==> src/rtl/cond_exec_ctrl.sv <==
// cond_exec_ctrl: NZCV flag register, condition evaluation and write-enable gating behind a valid/ready stage.
// Define COND_PERF_CNT_EN to add the exec_cnt/squash_cnt counters and the CNT_W parameter.
module cond_exec_ctrl #(
    parameter logic [3:0] RESET_FLAGS = 4'b0000
`ifdef COND_PERF_CNT_EN
    , parameter int CNT_W = 16
`endif
) (
    input  logic       clk,
    input  logic       reset,
    input  logic       in_valid,
    output logic       in_ready,
    input  logic [3:0] cond,
    input  logic [3:0] alu_flags,
    input  logic [1:0] flag_w,
    input  logic       pcs,
    input  logic       reg_w,
    input  logic       mem_w,
    input  logic       no_write,
    input  logic       flush,
    output logic       out_valid,
    input  logic       out_ready,
    output logic       out_cond_ex,
    output logic       out_pcs,
    output logic       out_reg_w,
    output logic       out_mem_w,
    output logic [3:0] flags
`ifdef COND_PERF_CNT_EN
    , output logic [CNT_W-1:0] exec_cnt,
    output logic [CNT_W-1:0] squash_cnt
`endif
);
    logic [3:0] flags_q, flags_d, out_q, out_d;
    logic       valid_q, valid_d, base, cond_ex, accept, hold;

    assign in_ready = ~valid_q | out_ready;

    // Odd codes are the complement of the even code below them; 1111 is "never".
    always_comb begin
        base = 1'b1;
        case (cond[3:1])
            3'd0:    base = flags_q[2];
            3'd1:    base = flags_q[1];
            3'd2:    base = flags_q[3];
            3'd3:    base = flags_q[0];
            3'd4:    base = flags_q[1] & ~flags_q[2];
            3'd5:    base = flags_q[3] == flags_q[0];
            3'd6:    base = ~flags_q[2] & (flags_q[3] == flags_q[0]);
            default: base = 1'b1;
        endcase
        cond_ex       = (cond[3:1] == 3'b111) ? ~cond[0] : base ^ cond[0];
        accept        = in_valid & in_ready & ~flush;
        hold          = valid_q & ~out_ready & ~flush;
        valid_d       = accept | hold;
        out_d         = accept ? {cond_ex, pcs & cond_ex, reg_w & cond_ex & ~no_write, mem_w & cond_ex}
                      : hold   ? out_q : 4'b0000;
        flags_d[3:2]  = (accept & cond_ex & flag_w[1]) ? alu_flags[3:2] : flags_q[3:2];
        flags_d[1:0]  = (accept & cond_ex & flag_w[0]) ? alu_flags[1:0] : flags_q[1:0];
    end

    always_ff @(posedge clk or posedge reset) begin
        if (reset) begin
            flags_q <= RESET_FLAGS;
            out_q   <= 4'b0000;
            valid_q <= 1'b0;
        end else begin
            flags_q <= flags_d;
            out_q   <= out_d;
            valid_q <= valid_d;
        end
    end

    assign out_valid = valid_q;
    assign {out_cond_ex, out_pcs, out_reg_w, out_mem_w} = out_q;
    assign flags = flags_q;

`ifdef COND_PERF_CNT_EN
    logic [CNT_W-1:0] exec_q, squash_q;

    always_ff @(posedge clk or posedge reset) begin
        if (reset) begin
            exec_q   <= '0;
            squash_q <= '0;
        end else begin
            exec_q   <= exec_q + CNT_W'(accept & cond_ex);
            squash_q <= squash_q + CNT_W'(accept & ~cond_ex);
        end
    end

    assign exec_cnt   = exec_q;
    assign squash_cnt = squash_q;
`endif
endmodule

==> config.mk <==
export PLATFORM = sky130hd
export DESIGN_NAME = cond_exec_ctrl
export DESIGN_NICKNAME = d
export VERILOG_FILES = /design/src/rtl/cond_exec_ctrl.sv
export SDC_FILE = /design/constraint.sdc
export NUM_CORES = 1
export LEC_CHECK = 0
export ABC_CLOCK_PERIOD_IN_PS = 3600
export CORE_MARGIN = 2
export CORE_UTILIZATION = 38
export CTS_BUF_LIST = sky130_fd_sc_hd__clkbuf_16
export DETAILED_ROUTE_END_ITERATION = 8
export PLACE_DENSITY = 0.84
export RECOVER_POWER = 50
export SYNTH_ARGS = -nofsm -noshare
export SYNTH_HDL_FRONTEND = slang
export SYNTH_SLANG_ARGS = --single-unit
==> constraint.sdc <==
create_clock -name clk -period 3.6 [get_ports clk]
set_clock_uncertainty 0.15 [all_clocks]
set_input_delay 0.9 -clock clk [delete_from_list [all_inputs] [get_ports clk]]
set_output_delay 0.9 -clock clk [all_outputs]
set_load 0.01 [all_outputs]
# Word-level counts from Yosys, hierarchy flattened
# Index checks and enable logic that the tools add are counted.
# classes
n_eq_ne,9
n_mux,4
bitwise,22
reduce_logical,1
# ops
cell,count
bitwise AND 1 bit,13
"equality test 3 bit, second input constant",4
2-to-1 mux 4 bit,2
case mux 1 bit (7 select lines),1
"equality test 3 x 2 -> 1 bit, second input constant",2
NOT 1 bit,6
"equality test 3 x 1 -> 1 bit, second input constant",1
zero test 3 bit,1
"!= test 2 bit, second input constant",1
bitwise OR 1 bit,2
equality test 1 bit,1
2-to-1 mux 1 bit,1
bitwise XOR 1 bit,1
# word_totals
ff_bits,9
inputBits,19
out_inout_bits,10
elab_cells,40

# Logic depth before layout (Yosys ltp)
# Gate-level depths: netlist (run 1).
# depth
ltp_word,8
ltp_mapped,6
ltp_nobuf,6

# Worst setup path before layout (run 1)
# Ideal clock, no wire load.
# synth_path
path_type,input to register
start,in cond[3]
end,reg flags_q[0] (netlist: flags[0])
setup_ps,125
arrival_ps,2077
required_ps,3325
slack_ps,1249
stages,6
path_cell_list,o21a_1 -> o21ai_0 -> o31ai_1 -> a21oi_2 -> mux2i_1 -> mux2_2
# synth_via
elab_chain_len,6
word_cells_on_any_way,13
cone_classes,eq/ne: 7; mux: 2; bitwise: 3; reduce/logical: 1
# synth_lines
item,line_no,source
"start, declared",13,"input logic [3:0] cond,"
equality test 3 bit (tied with other cells),41,case (cond[3:1])
case mux 1 bit (7 select lines),41,
bitwise XOR 1 bit,51,cond_ex = (cond[3:1] == 3'b111) ? ~cond[0] : base ^ cond[0];
2-to-1 mux 1 bit (*),51,
bitwise AND 1 bit (*) (2 in series),58,flags_d[1:0] = (accept & cond_ex & flag_w[0]) ? alu_flags[1:0] : flags_q[1:0];
"end signal, assigned",67,flags_q <= flags_d;
"end, declared",33,"logic [3:0] flags_q, flags_d, out_q, out_d;"
# Every way passes the cells marked *; elsewhere a longest branch is shown, timed or not.
# A chain may end at the register's enable or synchronous reset.

# Worst setup path after layout (run 1)
# layout_path
start,in out_ready
end,out in_ready
# layout_via
elab_chain_len,1
# layout_lines
item,line_no,source
"start, declared",22,"input logic out_ready,"
bitwise OR 1 bit,36,assign in_ready = ~valid_q | out_ready;
"end, declared",12,"output logic in_ready,"
# Every way passes these cells.

==> metrics, run 1 <==
status finished clean; commonest non-fill, non-tap cell in the layout clkdlybuf4s50_1; vias between 400 and 500; Hold Vio Cnt, Final 0; PwrDens ~610 nW/µm²; die area 1610 µm²; Hold Buf Count CTS 0; slowest stage delay, CP 570 ps; max cap viols 0; Synth Register Bits 9; final setup fails 0; post-synthesis sequential area ratio 0.456; cell area after synthesis about 490 µm²; core area 1160 µm²; Wirelength per Cell 15.5 µm; Crit Path Max Fanout 3; met1 usage 0.248; placed cell area 792 µm²; die width 40.1 µm; top cells by area, synth dfrtp_1 46%, mux2i_1 10%, mux2_2 9.1%, nand3b_1 4.6%, a22o_1 3.5%; WP data arrival 2140 ps; area occupied by registers 225 µm²; largest net degree at the start of global routing 10; total power 0.000530 W; Worst-Skew Late Latency 230 ps; Congestion Overflow GR 0; RSZ-0062 raised after global routing false; gate count of the mapped netlist 44; Initial Utilization 0.427; grt met3 use 0.0278; GRT met2 Usage 0.435; drt pass-1 iters 3; Post-Syn Nets 63; post-synthesis cell type count 19; Nets 96; Post-Route Setup TNS 0 ps; H-Tree Depth 1; leading area contributor after synthesis dfrtp_1; Top Family by Delay on Critical Path buffers and inverters; Top Usage Layer GRT met2; global-route wire length before repair between 2000 and 2500 µm; vias per cell roughly 5.2; slew at the pin closest to its max-slew limit 664 ps; Post-CTS Resized 0; Mapped Avg Cell Area 11.2 µm²; io pins 29; DRC 0; area of the multi-input gates approximately 260 µm²; Hold WC Path Type flop to flop; static leakage 0.388 nW; ant diodes 0; # fillers 92; Core Rows 12; Tcrit/Tclk final 0.885; share of cells above drive strength 1 0.118; HPWL Detailed roughly 990 µm; final WL 1400 µm; most frequent cells in the layout 22 x clkdlybuf4s50_1, 9 x dfrtp_1, 6 x dlygate4sd3_1, 5 x mux2i_1; worst-path cell chain dlygate4sd3_1, nor2b_4, inv_1, clkdlybuf4s50_1; CP Buf/Inv Count 3; Setup crit end kind primary output; die height roughly 40 µm; slowest CP cell dlygate4sd3_1; peak supply drop around 370 µV; P&R area growth vs syn 76.2%; CTS buffer count 3; count of pins over their slew limit 0; fin crit period 3190 ps; Slew HR 0.556; Max Fclk 314 MHz; Clk Tree Root Cell clkbuf_16; CTS tree built; post-route cell area 871 µm²; clock tree buffer depth 2; Worst Path Required 2550 ps; area fraction of the dominant cell type after synthesis 0.456; Yosys Warn Count 0; Worst Setup Start Kind primary input; Starting DRT DRC Count 6; GRT Util Overall 0.226; Routed Antenna Nets 0; clk sink count 9; placer congestion estimate approximately 0.61; port bufs 28; buffer count from post-CTS setup fixing 0; clock slew at reported path FFs 40 ps; vias in the first global route 546; critical path type primary input to primary output; initial antenna violation count 0
## cell usage after synthesis (all sizes together)
| library cell | n |
|---|---|
| a21o | 1 |
| a21oi | 1 |
| a22o | 2 |
| a32o | 1 |
| dfrtp | 9 |
| inv | 3 |
| mux2 | 4 |
| mux2i | 5 |
| nand2 | 1 |
| nand2b | 1 |
| nand3 | 2 |
| nand3b | 3 |
| nor2 | 3 |
| nor2b | 1 |
| nor3b | 2 |
| o21a | 1 |
| o21ai | 1 |
| o31ai | 2 |
| xnor2 | 1 |
## flip-flops by register name, summed over array words and instances, names as in the netlist
signal,flops
out_valid,1
flags,4
out_q,4
## through the flow
stage               hold WS [ps]  setup WS [ps]   util  std cells
floorplan                    368           1250      -         44
global placement             328            513  0.685         86
detailed placement           316            494  0.685         86
CTS                          342            495  0.753         90
global route                 367            365  0.753         90
finish                       334            413  0.753         90
## area by class of cell
class | count | share of cell area
Clock buffer | 3 | 0.0862
Inverter | 3 | 0.0129
Timing Repair Buffer | 28 | 0.322
Sequential cell | 9 | 0.259
Tap cell | 14 | 0.0201
Multi-Input combinational cell | 32 | 0.296
Clock inverter | 1 | 0.00431
## worst paths after layout
path	slack, ps	to	depth (start not counted)	from
max	410	in_ready	4	out_ready
min	330	out_q[3]$_DFFE_PP0P_	1	out_q[3]$_DFFE_PP0P_
max reg2reg	1480	flags[3]$_DFFE_PP0P_	5	out_valid$_DFF_PP0_
min reg2reg	330	out_q[3]$_DFFE_PP0P_	1	out_q[3]$_DFFE_PP0P_
max in group asynchronous	2120	out_q[0]$_DFFE_PP0P_	2	reset
min in group asynchronous	930	out_valid$_DFF_PP0_	2	reset
## power breakdown
group	internal, W	total [W]	leakage [nW]	switching (W)
Sequential	0.000129	0.000157	0.116	0.0000284
Combinational	0.000112	0.000182	0.230	0.0000700
Clock	0.000145	0.000191	0.0423	0.0000462
## per-layer routing
layer / vias up / routed length, µm
met5: - / 0
met3: 0 / 95
met1: 216 / 537
met2: 23 / 765
met4: 0 / 0
li1: 226 / -
## cells by family after synthesis
family	Yosys count	share of synthesized area
simple gates	13	0.167
mux	9	0.192
buf+inv	3	0.0228
xor+xnor	1	0.0177
compound gates	9	0.144
flops	9	0.456
Note: power is estimated with default switching activity, not from simulation.
==> inputs of run 2 (changes only) <==
--- a/config.mk
+++ b/config.mk
@@ -6,7 +6,6 @@
 export NUM_CORES = 1
 export LEC_CHECK = 0
 export ABC_CLOCK_PERIOD_IN_PS = 3600
-export CORE_MARGIN = 2
 export CORE_UTILIZATION = 38
 export CTS_BUF_LIST = sky130_fd_sc_hd__clkbuf_16
 export DETAILED_ROUTE_END_ITERATION = 8
==> metrics, run 2 (same netlist as run 1, synthesis figures left out) <==
status finished clean; Congestion Overflow GR 0 (unchanged); Post-CTS Resized 0 (unchanged); clock slew at reported path FFs 40 ps (about the same); core area 1160 µm² (unchanged); Starting DRT DRC Count 4 (-2); GRT Util Overall 0.195 (-0.0312); placer congestion estimate 0.619 (+0.80%); PwrDens 607 nW/µm² (-0.21%); Worst Setup Start Kind primary input; Worst-Skew Late Latency 230 ps (about the same); Util after Layout 0.753 (unchanged); met3 routed WL 86 µm (-9.5%); Nets 96 (unchanged); global-route wire length before repair 1980 µm (-15%); share of cells above drive strength 1 0.118 (unchanged); P&R area growth vs syn 76.2% (unchanged); RSZ-0062 raised after global routing false; Core Rows 12 (unchanged); buffer count from post-CTS setup fixing 0 (unchanged); met2 wire len 601 µm (-21%); H-Tree Depth 1 (unchanged); largest net degree at the start of global routing 10 (unchanged); vias in the first global route 443 (-19%); ant diodes 0 (unchanged); max cap viols 0 (unchanged); worst-path cell chain dlygate4sd3_1, nor2b_4, inv_1, clkdlybuf4s50_1; Slew HR 0.587 (+0.0310); placed insts 86 (unchanged); CTS tree built; Post-Route Setup TNS 0 ps (unchanged); fin cells 90 (unchanged); Routed Antenna Nets 0 (unchanged); die height 38.1 µm (-5.0%); commonest non-fill, non-tap cell in the layout clkdlybuf4s50_1; DRC 0 (unchanged); vias per cell 5.27 (+1.9%); Initial Utilization 0.427 (unchanged); Hold WC Path Type flop to flop; most frequent cells in the layout 22 x clkdlybuf4s50_1, 9 x dfrtp_1, 6 x dlygate4sd3_1, 5 x mux2i_1; die area 1450 µm² (-9.7%); Crit Path Max Fanout 3 (unchanged); count of pins over their slew limit 0 (unchanged); Tcrit/Tclk final 0.888 (+0.00212); Hold Vio Cnt, Final 0 (unchanged); CTS buffer count 3 (unchanged); slowest stage delay, CP 570 ps (about the same); slew at the pin closest to its max-slew limit 618 ps (-46.3 ps); M1 wire length 556 µm (+3.5%); critical path type primary input to primary output; static leakage 0.388 nW (about the same); drt pass-1 iters 4 (+1); die width 38.1 µm (-5.0%); io pins 29 (unchanged); port bufs 28 (unchanged); final setup fails 0 (unchanged); vias 474 (+1.9%); Hold Buf Count CTS 0 (unchanged); clk sink count 9 (unchanged); fin crit period 3200 ps (+7.62 ps); final WL 1240 µm (-11%); Max Fclk 313 MHz (-0.24%); initial antenna violation count 0 (unchanged); Wirelength per Cell 13.8 µm (-11%); clock tree buffer depth 2 (unchanged); Worst Path Required 2550 ps (about the same); DR top layer met3; WP data arrival 2150 ps (about the same); peak supply drop 414 µV (+11%); # fillers 92 (unchanged); slowest CP cell dlygate4sd3_1; Setup crit end kind primary output; Clk Tree Root Cell clkbuf_16
## run 2: path summary, 6_finish.rpt
path	start	endpoint	slack, ps	depth (start not counted)
setup / recovery	out_ready	in_ready	400	4
hold / removal	out_q[1]$_DFFE_PP0P_	out_q[1]$_DFFE_PP0P_	340	1
setup reg to reg	flags[0]$_DFFE_PP0P_	flags[1]$_DFFE_PP0P_	1450	6
hold reg to reg	out_q[1]$_DFFE_PP0P_	out_q[1]$_DFFE_PP0P_	340	1
max in group asynchronous	reset	flags[2]$_DFFE_PP0P_	2130	2
min in group asynchronous	reset	flags[0]$_DFFE_PP0P_	920	2
## run 2: cell type report
| class | instances | area (µm²) | share of cell area |
|---|---|---|---|
| Clock buffer | 3 | 75.1 | 0.0862 |
| Inverter | 3 | 11.3 | 0.0129 |
| Timing Repair Buffer | 28 | 280 | 0.322 |
| Tap cell | 14 | 17.5 | 0.0201 |
| Sequential cell | 9 | 225 | 0.259 |
| Clock inverter | 1 | 3.75 | 0.00431 |
| Multi-Input combinational cell | 32 | 258 | 0.296 |
## run 2: where the power goes
group	leakage [nW]	internal, W	switching (W)
registers	0.116	0.000129	0.0000277
clock network	0.0423	0.000145	0.0000460
logic	0.230	0.000112	0.0000698
total	0.388	0.000385	0.000143
## run 2: per-layer routing
layer  track usage  up-vias
met5             0        -
met4        0.0268        0
met3        0.0291        0
met2         0.364       29
met1         0.237      221
li1              -      224
## run 2: through the flow
stage / instance area (µm²) / hold slack [ps] / setup slack, ps / total power, W
4_1_cts: 871 / 355 / 484 / 0.000531
3_3_place_gp: 792 / 328 / 512 / 0.000333
6_report: 871 / 343 / 405 / 0.000529
3_5_place_dp: 792 / 334 / 493 / 0.000336
2_1_floorplan: 494 / 368 / 1250 / 0.000244
5_1_grt: 871 / 363 / 357 / 0.000556
## run 2: critical path, delay by kind of cell
| kind | cells | cell delay [ps] |
|---|---|---|
| buffers and inverters | 3 | 1100 |
| AND/OR/NAND/NOR | 1 | 140 |
==> inputs of run 3 (changes only) <==
--- a/config.mk
+++ b/config.mk
@@ -9,6 +9,7 @@
 export CORE_UTILIZATION = 38
 export CTS_BUF_LIST = sky130_fd_sc_hd__clkbuf_16
 export DETAILED_ROUTE_END_ITERATION = 8
+export GPL_TIMING_DRIVEN = 0
 export PLACE_DENSITY = 0.84
 export RECOVER_POWER = 50
 export SYNTH_ARGS = -nofsm -noshare
==> metrics, run 3 (same netlist as run 1, synthesis figures left out) <==
peak supply drop 405 µV (-2.3%); PwrDens 603 nW/µm² (-0.72%); sw frac 0.267 (-0.00453); Hold Buf Count CTS 0 (unchanged); Wirelength per Cell 13.8 µm (-0.24%); area occupied by registers 225 µm² (unchanged); max cap viols 0 (unchanged); drt pass-1 iters 4 (unchanged); Top Family by Delay on Critical Path buffers and inverters; Tcrit/Tclk final 0.886 (-0.00175); Slew HR 0.597 (+0.00981); status finished clean; GRT Util Overall 0.202 (+0.00721); Post-Route Setup TNS 0 ps (unchanged); DRC 0 (unchanged); clk sink count 9 (unchanged); Pint 0.000385 W (-0.10%); Worst-Skew Late Latency 230 ps (about the same); RSZ-0062 raised after global routing false; Max Fclk 314 MHz (+0.20%); share of cells above drive strength 1 0.118 (unchanged); Clk network pwr share 0.362 (about the same); Logic pwr share 0.339 (-0.004); CP Buf/Inv Count 3 (unchanged); most frequent cells in the layout 22 x clkdlybuf4s50_1, 9 x dfrtp_1, 6 x dlygate4sd3_1, 5 x mux2i_1; core area 1160 µm² (unchanged); Psw 0.000140 W (-2.4%); Crit Path Max Fanout 3 (unchanged); CTS tree built; die area 1450 µm² (unchanged); placer congestion estimate 0.615 (-0.68%); vias per cell 5.12 (-2.7%); static leakage 0.389 nW (+0.29%); Hold Vio Cnt, Final 0 (unchanged); count of pins over their slew limit 0 (unchanged); clock slew at reported path FFs 40 ps (about the same); buffer count from post-CTS setup fixing 0 (unchanged); slowest CP cell dlygate4sd3_1; Post-CTS Resized 0 (unchanged); largest net degree at the start of global routing 10 (unchanged); final setup fails 0 (unchanged); H-Tree Depth 1 (unchanged); Nets 96 (unchanged); Routed Antenna Nets 0 (unchanged); Hold WC Path Type flop to flop; CTS buffer count 3 (unchanged); critical path type primary input to primary output; WP data arrival 2140 ps (about the same); Worst Path Required 2550 ps (about the same); die width 38.1 µm (unchanged); post-route cell area 871 µm² (unchanged); slew at the pin closest to its max-slew limit 603 ps (-14.7 ps); slowest stage delay, CP 570 ps (about the same); final WL 1240 µm (-0.24%); # fillers 83 (-9.8%); die height 38.1 µm (unchanged); Congestion Overflow GR 0 (unchanged); Setup crit end kind primary output; global-route wire length before repair 1950 µm (-1.8%); vias in the first global route 454 (+2.5%); dpl ws 503 ps (+10.2 ps); ant diodes 0 (unchanged); Worst Setup Start Kind primary input; commonest non-fill, non-tap cell in the layout clkdlybuf4s50_1; area of the multi-input gates 258 µm² (unchanged); placed cell area 792 µm² (unchanged); Core Rows 12 (unchanged); clock tree buffer depth 2 (unchanged); initial antenna violation count 0 (unchanged); Initial Utilization 0.427 (unchanged); vias 461 (-2.7%); port bufs 28 (unchanged); final worst slack 411 ps (+6.29 ps); total power 0.000525 W (-0.72%); io pins 29 (unchanged); sequential power share 0.299 (+0.003); Starting DRT DRC Count 8 (+4); Clk Tree Root Cell clkbuf_16; fin crit period 3190 ps (-6.30 ps); P&R area growth vs syn 76.2% (unchanged); worst-path cell chain dlygate4sd3_1, nor2b_4, inv_1, clkdlybuf4s50_1
run 3: worst paths after layout:
| kind | start | end | slack, ps | cells after the start |
|---|---|---|---|---|
| setup / recovery | out_ready | in_ready | 410 | 4 |
| hold / removal | out_q[3]$_DFFE_PP0P_ | out_q[3]$_DFFE_PP0P_ | 330 | 1 |
| setup reg to reg | out_valid$_DFF_PP0_ | flags[0]$_DFFE_PP0P_ | 1550 | 5 |
| hold reg to reg | out_q[3]$_DFFE_PP0P_ | out_q[3]$_DFFE_PP0P_ | 330 | 1 |
| max in group asynchronous | reset | out_valid$_DFF_PP0_ | 2150 | 2 |
| min in group asynchronous | reset | out_q[2]$_DFFE_PP0P_ | 910 | 2 |
run 3: layout make-up:
class / instances / share of cell area
Multi-Input combinational cell: 32 / 0.296
Timing Repair Buffer: 28 / 0.322
Inverter: 3 / 0.0129
Clock buffer: 3 / 0.0862
Tap cell: 14 / 0.0201
Sequential cell: 9 / 0.259
Clock inverter: 1 / 0.00431
run 3: power groups by stage:
| stage | combinational, W | clock [W] | sequential, W |
|---|---|---|---|
| 2_1_floorplan | 0.0000788 | 0 | 0.000165 |
| 3_3_place_gp | 0.000176 | 0 | 0.000157 |
| 3_5_place_dp | 0.000179 | 0 | 0.000157 |
| 6_report | 0.000178 | 0.000190 | 0.000157 |
| 5_1_grt | 0.000192 | 0.000197 | 0.000161 |
| 4_1_cts | 0.000181 | 0.000191 | 0.000156 |
run 3: stage by stage:
stage,utilization,hold WS (ps),instances
6_report,0.753,330,90
5_1_grt,0.753,381,90
4_1_cts,0.753,338,90
3_5_place_dp,0.685,323,86
3_3_place_gp,0.685,328,86
2_1_floorplan,-,368,44
run 3: worst reg2reg max path, cell delays in order, from the launching register on:
cell and delay [ps]:
dfrtp_1 370, nor2b_4 130, nor3b_1 500, nand3_1 150, mux2i_1 260, mux2_2 370
run 3: metal layers:
layer / wire length (µm) / up-vias / GRT usage / part of all wire
li1: - / 229 / - / -
met1: 497 / 207 / 0.218 / 0.40
met2: 622 / 25 / 0.360 / 0.50
met3: 121 / 0 / 0.0814 / 0.098
met4: 0 / 0 / 0.0536 / 0
met5: 0 / - / 0 / 0
